$ cat src/rtl/mem_port_arbiter_pkg.sv
// Shared definitions for the memory-port arbiter: FSM encodings, default sizes
// and the one-hot to index helper.
package mem_port_arbiter_pkg;

    typedef enum logic [1:0] {
        S_IDLE    = 2'b00,
        S_GRANT   = 2'b01,
        S_RELEASE = 2'b10
    } state_e;

    localparam int DEF_NUM_REQ     = 4;
    localparam int DEF_LOG_NUM_REQ = 2;
    localparam int DEF_MEM_ADDR_W  = 10;

    // Index of the set bit in a one-hot vector (0 when no bit is set).
    function automatic int unsigned onehot_to_index(input logic [31:0] onehot);
        int unsigned idx;
        idx = 0;
        for (int i = 0; i < 32; i++) begin
            if (onehot[i]) idx = idx | int'(i);
        end
        return idx;
    endfunction

endpackage

$ cat src/rtl/mem_port_arbiter_picker.sv
// Combinational round-robin picker: first set request at or after i_Last+1,
// found by rotating a doubled request vector and rotating the winner back.
module rr_priority_picker
    import mem_port_arbiter_pkg::*;
#(
    parameter int NUM_REQ     = DEF_NUM_REQ,
    parameter int LOG_NUM_REQ = DEF_LOG_NUM_REQ
) (
    input  logic [NUM_REQ-1:0]     i_Request,
    input  logic [LOG_NUM_REQ-1:0] i_Last,
    output logic                   o_Any,
    output logic [LOG_NUM_REQ-1:0] o_Winner_Index,
    output logic [NUM_REQ-1:0]     o_Winner_OneHot
);

    logic [2*NUM_REQ-1:0] req_dbl;
    logic [2*NUM_REQ-1:0] rot_dbl;
    logic [2*NUM_REQ-1:0] back_dbl;
    logic [NUM_REQ-1:0]   rot_req;
    logic [NUM_REQ-1:0]   rot_onehot;
    logic                 found;
    logic [31:0]          start;

    // NOTE: every variable written here gets a value on every path first, so no latch is inferred.
    always_comb begin
        start      = (32'(i_Last) + 32'd1) % 32'(NUM_REQ);
        req_dbl    = {i_Request, i_Request};
        rot_dbl    = req_dbl >> start;
        rot_req    = rot_dbl[NUM_REQ-1:0];
        rot_onehot = '0;
        found      = 1'b0;
        for (int i = 0; i < NUM_REQ; i++) begin
            if (rot_req[i] && !found) begin
                rot_onehot[i] = 1'b1;
                found         = 1'b1;
            end
        end
        back_dbl        = {{NUM_REQ{1'b0}}, rot_onehot} << start;
        o_Winner_OneHot = back_dbl[NUM_REQ-1:0] | back_dbl[2*NUM_REQ-1:NUM_REQ];
    end

    assign o_Any          = |i_Request;
    assign o_Winner_Index = LOG_NUM_REQ'(onehot_to_index(32'(o_Winner_OneHot)));

endmodule

$ cat src/rtl/mem_port_arbiter.sv
// Round-robin owner-holds arbiter for the shared memory port, with address/enable mux.
// Optional grant-length watchdog enabled by defining ARBITER_TIMEOUT_EN.
module mem_port_arbiter
    import mem_port_arbiter_pkg::*;
#(
    parameter int NUM_REQ     = DEF_NUM_REQ,
    parameter int LOG_NUM_REQ = DEF_LOG_NUM_REQ,
    parameter int MEM_ADDR_W  = DEF_MEM_ADDR_W
`ifdef ARBITER_TIMEOUT_EN
    ,
    parameter int MAX_HOLD    = 64
`endif
) (
    input  logic                          i_Clock,
    input  logic                          i_Reset,
    input  logic [NUM_REQ-1:0]            i_Request,
    input  logic [NUM_REQ*MEM_ADDR_W-1:0] i_Mem_Address,
    input  logic [NUM_REQ-1:0]            i_Mem_Read_Enable,
    input  logic [NUM_REQ-1:0]            i_Mem_Write_Enable,
    output logic [NUM_REQ-1:0]            o_Grant,
    output logic [LOG_NUM_REQ-1:0]        o_Grant_Index,
    output logic                          o_Busy,
    output logic [MEM_ADDR_W-1:0]         o_Mem_Address,
    output logic                          o_Mem_Read_Enable,
    output logic                          o_Mem_Write_Enable
`ifdef ARBITER_TIMEOUT_EN
    ,
    output logic                          o_Timeout_Error
`endif
);

    state_e                 state_q, state_d;
    logic [NUM_REQ-1:0]     grant_q, grant_d;
    logic [LOG_NUM_REQ-1:0] index_q, index_d;
    logic                   busy_q, busy_d;
    logic [LOG_NUM_REQ-1:0] last_q, last_d;

    logic                   pick_any;
    logic [LOG_NUM_REQ-1:0] pick_index;
    logic [NUM_REQ-1:0]     pick_onehot;
    logic                   owner_req;
    logic                   release_now;

    rr_priority_picker #(
        .NUM_REQ     (NUM_REQ),
        .LOG_NUM_REQ (LOG_NUM_REQ)
    ) u_picker (
        .i_Request       (i_Request),
        .i_Last          (last_q),
        .o_Any           (pick_any),
        .o_Winner_Index  (pick_index),
        .o_Winner_OneHot (pick_onehot)
    );

    assign owner_req = i_Request[index_q];

`ifdef ARBITER_TIMEOUT_EN
    localparam int HOLD_W = $clog2(MAX_HOLD + 1);

    logic [HOLD_W-1:0] hold_q, hold_d;
    logic              timeout_q, timeout_d;
    logic              timeout_hit;

    // The grant lasts exactly MAX_HOLD cycles before a still-requesting owner is revoked.
    assign timeout_hit = (state_q == S_GRANT) && (hold_q == HOLD_W'(MAX_HOLD - 1));
    assign release_now = !owner_req || timeout_hit;

    always_comb begin
        hold_d    = '0;
        timeout_d = timeout_q;
        if (state_q == S_GRANT && !release_now) hold_d = hold_q + HOLD_W'(1);
        if (timeout_hit && owner_req)           timeout_d = 1'b1;
    end

    always_ff @(posedge i_Clock or posedge i_Reset) begin
        if (i_Reset) begin
            hold_q    <= '0;
            timeout_q <= 1'b0;
        end else begin
            hold_q    <= hold_d;
            timeout_q <= timeout_d;
        end
    end

    assign o_Timeout_Error = timeout_q;
`else
    assign release_now = !owner_req;
`endif

    // NOTE: sequential state uses non-blocking assignments so all registers update together.
    always_ff @(posedge i_Clock or posedge i_Reset) begin
        if (i_Reset) begin
            state_q <= S_IDLE;
            grant_q <= '0;
            index_q <= '0;
            busy_q  <= 1'b0;
            last_q  <= LOG_NUM_REQ'(NUM_REQ - 1);
        end else begin
            state_q <= state_d;
            grant_q <= grant_d;
            index_q <= index_d;
            busy_q  <= busy_d;
            last_q  <= last_d;
        end
    end

    always_comb begin
        state_d = state_q;
        unique case (state_q)
            S_IDLE:    if (pick_any) state_d = S_GRANT;
            S_GRANT:   if (release_now) state_d = S_RELEASE;
            S_RELEASE: state_d = S_IDLE;
            default:   state_d = S_IDLE;
        endcase
    end

    // Next values of the registered grant outputs; no preemption while an owner holds.
    always_comb begin
        grant_d = grant_q;
        index_d = index_q;
        busy_d  = busy_q;
        last_d  = last_q;
        unique case (state_q)
            S_IDLE: begin
                if (pick_any) begin
                    grant_d = pick_onehot;
                    index_d = pick_index;
                    busy_d  = 1'b1;
                    last_d  = pick_index;
                end
            end
            S_GRANT: begin
                if (release_now) begin
                    grant_d = '0;
                    busy_d  = 1'b0;
                end
            end
            default: begin
                grant_d = '0;
                busy_d  = 1'b0;
            end
        endcase
    end

    always_comb begin
        o_Mem_Address      = '0;
        o_Mem_Read_Enable  = 1'b0;
        o_Mem_Write_Enable = 1'b0;
        if (busy_q) begin
            o_Mem_Address      = i_Mem_Address[index_q*MEM_ADDR_W +: MEM_ADDR_W];
            o_Mem_Read_Enable  = i_Mem_Read_Enable[index_q];
            o_Mem_Write_Enable = i_Mem_Write_Enable[index_q];
        end
    end

    assign o_Grant       = grant_q;
    assign o_Grant_Index = index_q;
    assign o_Busy        = busy_q;

endmodule

$ cat config.mk
export PLATFORM = sky130hd
export DESIGN_NAME = mem_port_arbiter
export DESIGN_NICKNAME = d
export VERILOG_FILES = /design/src/rtl/mem_port_arbiter_pkg.sv /design/src/rtl/mem_port_arbiter_picker.sv /design/src/rtl/mem_port_arbiter.sv
export SDC_FILE = /design/constraint.sdc
export NUM_CORES = 1
export LEC_CHECK = 0
export CAP_MARGIN = 5
export CORE_UTILIZATION = 25
export CTS_CLUSTER_SIZE = 30
export DETAILED_ROUTE_END_ITERATION = 10
export DONT_BUFFER_PORTS = 1
export PLACE_DENSITY_LB_ADDON = 0.3
export SETUP_SLACK_MARGIN = 0.02
export SLEW_MARGIN = 20
export SYNTH_ARGS = -nofsm -noshare
export SYNTH_HDL_FRONTEND = slang
export SYNTH_HIERARCHICAL = 1
export SYNTH_SLANG_ARGS = --single-unit
$ cat constraint.sdc
create_clock -name i_Clock -period 1.4 [get_ports i_Clock]
set_input_delay 0.14 -clock i_Clock [delete_from_list [all_inputs] [get_ports i_Clock]]
set_output_delay 0.14 -clock i_Clock [all_outputs]
set_load 0.1 [all_outputs]
-- Yosys cells after proc, flatten, opt, wreduce, memory -nomap -nowiden
Cells that the tools add are included.
W data, S select, Z words.
- $add $sub $neg: 1
- multiply operators: 1
- $lt $le $gt $ge: 1
- equality and inequality tests: 3
- shift operators: 3
- multiplexer cells: 27
- bitwise gates (word level): 1
- reduce and logical (&&, ||, !) cells: 10
- operators with widths (kind ; count):
    $shiftx A40 B7 Y10 ; 1
    $mux W1 ; 14
    $mux W10 ; 1
    $mux W2 ; 4
    $mux W4 ; 2
    $pmux W4 S2 ; 1
    $shl A4 B2 Y8 ; 1
    $shr A8 B2 Y4 ; 1
    $bmux W1 S2 ; 3
    $mul A2 B3 Y5 const B ; 1
    $ne A2 B2 Y1 const B ; 2
    $or A4 B4 Y4 ; 1
    $pmux W2 S2 ; 1
    $reduce_and A2 Y1 ; 2
    $reduce_or A4 Y1 ; 1
    $logic_and A1 B1 Y1 ; 3
    $logic_not A1 Y1 ; 3
    $lt A2 B3 Y1 const B ; 1
    $add A2 B1 Y2 const B ; 1
    $eq A2 B1 Y1 const B ; 1
    $logic_not A2 Y1 ; 1
    $pmux W1 S2 ; 1
- bits in registers: 11
- input port bits: 54
- word-level logic and storage cells: 52

-- Longest topological paths before layout
Gate-level depths: netlist (run 1).
- depth in word-level cells: 17
- depth in mapped cells: 7

-- Cells and area by module
Netlist (run 1), hierarchy kept.
- modules (own cells, without submodules) (module ; instances ; cells each ; area an instance (um^2)):
    mem_port_arbiter ; 1 ; 74 ; 922.1
    rr_priority_picker ; 1 ; 24 ; 155.1

-- Worst setup path after synthesis (run 1)
OpenSTA, ideal clock, no wires.
- path type: reg-to-output
- start: register index_q[1] (netlist: o_Grant_Index[1])
- end: output o_Mem_Address[3]
- data arrival time: 2346 ps
- data required time: 1260 ps
- path slack: -1086 ps
- stages on the path, launching flop included: 5
- buffers on the path: 2
- path through: dfrtp_1 > buf_2 > buf_2 > mux4_2 > and2_1
- longest elaborated chain between the ends: 3
- RTL lines (item ; line ; RTL):
    start: declaration ; mem_port_arbiter.sv:34 ; logic [LOG_NUM_REQ-1:0] index_q, index_d;
    start signal: assignment ; mem_port_arbiter.sv:101 ; index_q <= index_d;
    $mul A2 B3 Y5 ; mem_port_arbiter.sv:150 ; o_Mem_Address = i_Mem_Address[index_q*MEM_ADDR_W +: MEM_ADDR_W];
    $shiftx A40 B7 Y10 ; mem_port_arbiter.sv:150 ;
    $mux W10 ; mem_port_arbiter.sv:149 ; if (busy_q) begin
    end: declaration ; mem_port_arbiter.sv:23 ; output logic [MEM_ADDR_W-1:0] o_Mem_Address,
No other way between the ends.

-- Worst setup path after layout (run 1)
- start: register index_q[0] (netlist: o_Grant_Index[0])
- end: output o_Mem_Address[4]
The elaborated chain is that of the path after synthesis.

==> metrics.yaml, run 1 <==
num_rows: 23
diodes: 0
start_kind: "flop"
track_usage_pct: 14.6
setup_viol: 21
die_w_um: 67.6
gr-usage-met3_pct: 4.39
yosys_warnings: 6
hold_path_class: "in -> reg"
violations: "setup timing"
postLayoutCoreUtil_pct: 37.8
path_max_fanout: 6
viasPerCell: 5.56
clk_latency_ns: 0.24
path_clk_slew_ns: 0.05
fin_crit_sh_pct: 123
synth_nets: 152
status: "complete, but fails checks"
critPathCapture: "o_Mem_Address[4]"
timing.clock.skew_ns: 0.00334
cts_tree: "done"
drtIter0Drc: 13
multiInputGateArea_um2: 883
synth-seq-cells: 10
remaining_drc_errors: 0
antenna_found_initial: 0
yosysTopAreaCellShare_pct: 18.6
ios: 73
overflow: 0
rrSetupSlack_ns: -0.24
syn_to_final_growth_pct: 42.3
synth_area_per_cell_um2: 11.0
gp_congestion: 0.878
initial_core_util_pct: 26.5
seqCellArea_um2: 265
ys_seq_area_share_pct: 23.5
wl_per_cell_um: 20.1
period_minus_slack_ns: 1.72
grtUsageMet2_pct: 27.8
grt_max_degree: 17
fp.dieH_um: 67.6
cp-end-kind: "output pin"
top_usage_layer: "met2"
clockRootBuffer: "clkbuf_8"
nFillCells: 391
numCtsBuffers: 3
synth.top_cells.by_area: "dfrtp_1 (19%), mux4_1 (15%), mux4_2 (13%)"
grt_use_met1_pct: 14.6
ys_types: 35
place_hpwl_um: 2620
synth_edf_count: 0
place_area_mm2: 0.00127
worst_pin_slew_ns: 0.413
synthArstFlopShare_pct: 100
clock_path_buffers: 2
crit_arrival_ns: 1.58
num-nets-final: 175
drive_gt1_share_pct: 69.2
maxCapViolations: 0
h-tree-depth: 1
r2r-end: "o_Grant[2]"
wirelength_um: 3410
die-area_mm2: 0.00458
synth_flop_cell: "dfrtp_1"
netlist_area_mm2: 0.00108
numPortBuffers: 0
worst_slack_ns: -0.321
worstSetupStartpoint: "o_Grant_Index[0]"
final_cell_area_mm2: 0.00153
firstDrtPassIters: 4
critPathKind: "reg -> out"
finalMaxSlewViolations: 0
synth_largest_area_cell: "dfrtp_1"
reg2reg_depth: 7
drtAntennaViolNets: 0
worst_ep_required_time_ns: 1.26
rsz0062_at_grt: "true"
min_path_cells: 2
core_area_mm2: 0.00406
grt_pass1_wl_um: 4740
route.vias.total: 946
postSynthCellCount: 98
grt_pass1_vias: 974
r2r_start: "o_Grant_Index[0]"
max_freq_mhz: 581
hold_violations: 0
cts.sink_count: 10
relSlewSlack_pct: 72.4
-- kinds of logic after synthesis --
| group | Yosys count | share of synthesized area, % |
|---|---|---|
| simple gates | 31 | 17.3 |
| compound gates | 22 | 15.6 |
| flops | 10 | 23.5 |
| mux | 21 | 36.1 |
| buf+inv | 14 | 7.55 |
-- synthesized netlist by cell type (all sizes together) (2+ instances only) --
cell type / instances
nand2b: 4
o221a: 2
mux4: 12
a21oi: 7
a21o: 2
clkbuf: 2
dfstp: 2
inv: 7
mux2i: 4
dfrtp: 8
mux2: 5
o32ai: 2
nand2: 2
nor2: 5
nor2b: 3
and2: 12
buf: 5
a211oi: 2
-- metrics by stage --
step           worst slack, ns  instances  setup TNS [ns]  hold slack (ns)
2_1_floorplan           -0.404         98           -5.25          -0.0213
3_3_place_gp            -0.153        157           -1.73           0.0344
3_5_place_dp            -0.208        157           -2.25           0.0456
4_1_cts                 -0.329        169           -5.09            0.235
5_1_grt                 -0.368        170           -5.93            0.245
6_report                -0.321        170           -4.97            0.241
-- cells in the final DEF (no fill, tap or decap), types with 2 or more instances in the layout --
| master | n |
|---|---|
| nand2_1 | 2 |
| nand2b_4 | 3 |
| a211oi_2 | 2 |
| inv_1 | 6 |
| mux4_2 | 12 |
| nor2_4 | 2 |
| dfrtp_1 | 4 |
| a21o_1 | 2 |
| clkbuf_8 | 4 |
| dfrtp_4 | 3 |
| and2_4 | 12 |
| dfstp_2 | 2 |
| buf_6 | 8 |
| nor2_1 | 3 |
| o221a_2 | 2 |
| nor2b_1 | 2 |
| mux2i_1 | 3 |
| buf_4 | 14 |
| a21oi_1 | 6 |
| mux2_4 | 4 |
-- layer usage --
layer	up-vias	part of all wire, %	wire (um)
li1	418	-	-
met1	458	34	1140
met2	62	51	1740
met3	8	13	440
met4	0	2.4	82
met5	-	0	0
-- cell type report --
class | instances | area share [%]
inverter | 7 | 1.71
sequential | 10 | 17.3
timing repair buffer | 25 | 15.7
tap | 50 | 4.08
multi-input combinational | 74 | 57.6
clock buffer | 4 | 3.59
-- registers in the layout, summed over array words and instances (netlist names) --
signal,flops
o_Grant,4
o_Busy,1
state_q,1
o_Grant_Index,2
last_q,2
-- timing repair --
item / in CTS / in global routing
gates resized for setup: 26 / 13
cloned: 0 / 0
hold endpoints to repair: 8 / 0
setup endpoints to repair: 21 / 23
pin swaps: 5 / 4
buffers inserted: 7 / 2
hold buffers: 1 / 0
-- worst min-delay path by stage --
stage                  from  slack [ns]          to
6_report       i_Request[0]        0.24   last_q[0]
5_1_grt        i_Request[0]        0.24   last_q[0]
4_1_cts        i_Request[0]        0.24   last_q[0]
3_5_place_dp        i_Reset        0.05  o_Grant[1]
3_3_place_gp        i_Reset        0.03  state_q[1]
2_1_floorplan       i_Reset       -0.02  o_Grant[1]
-- worst max-delay path, stage by stage, from the launching register on --
cell,delay (ns)
dfrtp_4,0.43
buf_8,0.13
mux4_2,0.50
and2_4,0.28
Power of run 1 is left out: the tool's default activity adds up to more than one toggle a clock period on the data nets, which glitch-free logic cannot reach.
==> inputs of run 2 (changes only) <==
Settings changed: CORE_ASPECT_RATIO set to 0.8, HOLD_SLACK_MARGIN set to 0.02.
==> run 2 against run 1 <==
The flow still finishes with violations (setup timing). Via count fell by 0.74%. Final area rose by 2.2%. Clock skew rose by 0.00063 ns. Sequential share of layout area fell by 0.37 points. Non-clock buffer count rose by 1. Critical path depth did not move. Maximum frequency fell by 0.51%. Setup slack got worse by 0.0088 ns. Clock-buffer cell count did not move. Register-to-register slack improved by 0.10 ns. Critical endpoint is now o_Mem_Address[6].
==> metrics.yaml, run 2 (synthesized netlist as in run 1, its figures left out) <==
drtAntennaViolNets: 0  # unchanged
place_hpwl_um: 2280  # -13%
h-tree-depth: 1  # unchanged
layout_commonest_cell: "buf_4"
cts_tree: "done"
die_w_um: 75.4  # +11%
rsz0062_at_grt: "true"
fp.dieH_um: 60.7  # -10%
grt_pass1_wl_um: 4380  # -7.6%
r2r_start: "o_Grant_Index[0]"
fin_hold_ws_ns: 0.240  # -0.000413 ns
maxCapViolations: 0  # unchanged
cpLargestDelayFamily: "multiplexers"
path_max_fanout: 7  # +1
worstSetupStartpoint: "o_Grant_Index[0]"
remaining_drc_errors: 0  # unchanged
viasPerCell: 5.34  # -4.1%
antenna_found_initial: 0  # unchanged
slowest_stage: "mux4_2"
rrSetupSlack_ns: -0.14  # +0.10 ns
hp-start: "i_Request[0]"
grt_max_degree: 17  # unchanged
num-nets-final: 176  # +0.57%
numCtsBuffers: 3  # unchanged
track_usage_pct: 13.1  # -1.5 points
num_rows: 20  # -13%
setup_viol: 20  # -4.8%
worst_slack_ns: -0.330  # -0.00885 ns
firstDrtPassIters: 4  # unchanged
status: "complete, but fails checks"
setup_tns_ns: -4.48  # +0.493 ns
path_clk_slew_ns: 0.05  # about the same
ios: 73  # unchanged
critPathKind: "reg -> out"
wl_per_cell_um: 17.9  # -11%
cts.sink_count: 10  # unchanged
diodes: 0  # unchanged
period_minus_slack_ns: 1.73  # +0.00885 ns
timing.clock.skew_ns: 0.00397  # +0.000632 ns
drive_gt1_share_pct: 73.6  # +4.4 points
slowest_delay_ns: 0.49  # about the same
clock_path_buffers: 2  # unchanged
core_area_mm2: 0.00395  # -2.6%
largest_reg_flops: 4  # unchanged
initial_core_util_pct: 27.2  # +0.70 points
layout_common_cells: "buf_4 (16), mux4_2 (12), and2_4 (12), buf_6 (7), inv_1 (6)"
start_kind: "flop"
worst_ep_required_time_ns: 1.26  # about the same
clockRootBuffer: "clkbuf_8"
max_freq_mhz: 578  # -0.51%
finalMaxSlewViolations: 0  # unchanged
hold_violations: 0  # unchanged
wirelength_um: 3140  # -7.9%
gp_congestion: 0.787  # -10%
cp-end-kind: "output pin"
grt_pass1_vias: 958  # -1.6%
relSlewSlack_pct: 72.6  # +0.16 points
hold_path_class: "in -> reg"
die-area_mm2: 0.00458  # about the same
path_buf_inv: 1  # unchanged
route.vias.total: 939  # -0.74%
overflow: 0  # unchanged
drtIter0Drc: 19  # +6
crit_arrival_ns: 1.59  # about the same
clk_latency_ns: 0.24  # about the same
worstPathCellList: "buf_8 -> mux4_2 -> and2_4"
numPortBuffers: 0  # unchanged
worst_pin_slew_ns: 0.411  # -0.00234 ns
violations: "setup timing"
syn_to_final_growth_pct: 45.4
fin_crit_sh_pct: 124  # +0.63 points
==> run 2: worst paths after layout <==
| check | end | depth (start not counted) |
|---|---|---|
| worst max-delay path | o_Mem_Address[6] | 3 |
| worst min-delay path | last_q[0] | 2 |
| worst max register to register | o_Grant[2] | 6 |
| worst min register to register | o_Grant[1] | 2 |
| max in group asynchronous | o_Grant_Index[1] | 2 |
| min in group asynchronous | state_q[1] | 2 |
==> run 2: per-stage QoR <==
| stage | instances | worst slack [ns] | cell area, um^2 | util (%) |
|---|---|---|---|---|
| 2_1_floorplan | 98 | -0.404 | 1140 | - |
| 4_1_cts | 174 | -0.340 | 1510 | 38.2 |
| 3_3_place_gp | 161 | -0.163 | 1270 | 32.1 |
| 6_report | 176 | -0.330 | 1570 | 39.6 |
| 3_5_place_dp | 161 | -0.203 | 1270 | 32.1 |
| 5_1_grt | 176 | -0.381 | 1570 | 39.6 |
==> run 2: layer usage <==
| metal | track usage (%) | vias up | share of wire (%) |
|---|---|---|---|
| li1 | - | 422 | - |
| met1 | 14.9 | 457 | 39 |
| met2 | 24.0 | 56 | 50 |
| met3 | 3.99 | 4 | 9.5 |
| met4 | 3.70 | 0 | 0.70 |
| met5 | 0 | - | 0 |
==> run 2: cell type report <==
class	instances	area, um^2
fillers	384	2390
multi-input cells	74	907
flip-flops and latches	10	265
repair buffers	26	244
well taps	55	68.8
clock buffers	4	55.1
inverters	7	26.3
==> run 2: timing repair <==
| action | 4_1_cts | 5_1_grt |
|---|---|---|
| hold buffers | 1 | 0 |
| pin swaps | 10 | 5 |
| buffers inserted | 8 | 3 |
| hold endpoints to repair | 8 | 0 |
| resized for setup | 31 | 10 |
| setup endpoints to repair | 21 | 22 |
Power of run 2 is left out for the same reason.
==> inputs of run 3 (changes only) <==
Settings changed: CORE_ASPECT_RATIO 0.8 to 0.75.
==> run 3 against run 2 <==
The run still ends with setup timing left. Die area is essentially flat. Non-clock buffer count grew 2. Critical path depth is the same. Wire length grew 5.6%. Flip-flop and latch count is the same. Register-to-register slack gained 0.07 ns. Sequential share of layout area shrank 0.41 points. Clock skew is essentially flat. Via count grew 1.8%. Clock-buffer cell count is the same. Highest routed layer unchanged.
==> metrics.yaml, run 3 (synthesized netlist as in run 1, its figures left out) <==
status: "complete, but fails checks"
violations: "setup timing"
antenna_found_initial: 0  # unchanged
path_max_fanout: 5  # -2
grtUsageMet2_pct: 20.7  # -3.2 points
fin_crit_sh_pct: 127  # +3.1 points
setup_viol: 19  # -5.0%
slowest_delay_ns: 0.50  # about the same
numPortBuffers: 0  # unchanged
slowest_stage: "mux4_2"
rrSetupSlack_ns: -0.07  # +0.07 ns
drive_gt1_share_pct: 72.4  # -1.2 points
worst_pin_slew_ns: 0.440  # +0.0295 ns
cp-end-kind: "output pin"
largest_reg_flops: 4  # unchanged
top_usage_layer: "met2"
worstPathCellList: "buf_12 -> mux4_2 -> and2_4"
remaining_drc_errors: 0  # unchanged
period_minus_slack_ns: 1.77  # +0.0434 ns
track_usage_pct: 13.5  # +0.35 points
h-tree-depth: 1  # unchanged
route.vias.total: 956  # +1.8%
relSlewSlack_pct: 70.6  # -2.0 points
clockRootBuffer: "clkbuf_8"
max_freq_mhz: 564  # -2.4%
setup_tns_ns: -4.68  # -0.196 ns
grt_max_degree: 17  # unchanged
place_hpwl_um: 2270  # -0.50%
finalMaxSlewViolations: 0  # unchanged
layout_common_cells: "buf_4 (17), and2_4 (12), mux4_2 (11), inv_1 (6), buf_6 (5)"
grt_pass1_vias: 870  # -9.2%
drtAntennaViolNets: 0  # unchanged
final_cell_area_mm2: 0.00161  # +2.5%
critPathKind: "reg -> out"
drtIter0Drc: 24  # +5
hold_violations: 0  # unchanged
die_w_um: 77.8  # +3.2%
clock_path_buffers: 2  # unchanged
overflow: 0  # unchanged
timing.clock.skew_ns: 0.00406  # +0.0000867 ns
syn_to_final_growth_pct: 49.0
numCtsBuffers: 3  # unchanged
hold_path_class: "in -> reg"
num_rows: 20  # unchanged
firstDrtPassIters: 4  # unchanged
cts_tree: "done"
crit_arrival_ns: 1.63  # +0.04 ns
worst_ep_required_time_ns: 1.26  # about the same
place_area_mm2: 0.00128  # +0.59%
maxCapViolations: 0  # unchanged
clk_latency_ns: 0.24  # about the same
rsz0062_at_grt: "true"
core_area_mm2: 0.00408  # +3.2%
grt_pass1_wl_um: 4550  # +3.8%
layout_commonest_cell: "buf_4"
cts.sink_count: 10  # unchanged
diodes: 0  # unchanged
ios: 73  # unchanged
num-nets-final: 178  # +1.1%
fp.dieH_um: 58.9  # -3.1%
wl_per_cell_um: 18.6  # +4.4%
grt_use_met1_pct: 17.5  # +2.7 points
initial_core_util_pct: 26.4  # -0.84 points
gp_congestion: 0.813  # +3.3%
wirelength_um: 3320  # +5.6%
path_clk_slew_ns: 0.05  # about the same
die-area_mm2: 0.00458  # about the same
worst_slack_ns: -0.374  # -0.0434 ns
start_kind: "flop"
viasPerCell: 5.37  # +0.67%
gr-usage-met3_pct: 4.81  # +0.82 points
## run 3: cell count changes in the layout (fill, tap and decap cells not counted), sizes merged
cell / before / now
clkbuf: 4 / 5
buf: 25 / 26
## run 3: repair_timing
item / 4_1_cts / 5_1_grt
endpoints found under the setup margin: 20 / 23
hold buffers: 1 / 0
setup buffers: 5 / 6
resized for setup: 28 / 13
cloned: 1 / 0
pin swaps: 6 / 3
endpoints found under the hold margin: 8 / 0
## run 3: layout make-up
type                       count  area [um^2]
clock buffer                   4         45.0
fill                         399         2470
timing repair buffer          28          284
multi-input combinational     74          913
inverter                       7         28.8
sequential                    10          265
tap                           55         68.8
## run 3: worst paths after layout
kind                                  start          endpoint  cells after the start
max in group asynchronous           i_Reset  o_Grant_Index[0]                      2
min                            i_Request[0]         last_q[0]                      2
min in group asynchronous           i_Reset            o_Busy                      2
max                        o_Grant_Index[0]  o_Mem_Address[8]                      3
min reg2reg                      o_Grant[1]        o_Grant[1]                      2
max reg2reg                o_Grant_Index[0]        o_Grant[1]                      5
## run 3: critical path, delay by kind of cell, from the launching register on
family,cells,cell delay (ns)
flip-flops,1,0.48
multiplexers,1,0.50
AND/OR/NAND/NOR,1,0.28
buffers and inverters,1,0.14
## run 3: stage by stage
step	utilization [%]	setup WS (ns)	cells	hold WS [ns]
floorplan	-	-0.404	98	-0.0213
global placement	31.3	-0.176	162	0.0368
detailed placement	31.3	-0.247	162	0.0578
CTS	36.8	-0.396	172	0.246
global route	39.4	-0.419	178	0.242
finish	39.4	-0.374	178	0.248
## run 3: metal layers
layer / vias up / part of all wire, %
met5: - / 0
met4: 0 / 0.90
met3: 4 / 6.9
met2: 38 / 50
met1: 486 / 42
li1: 428 / -
Power of run 3 is left out for the same reason.
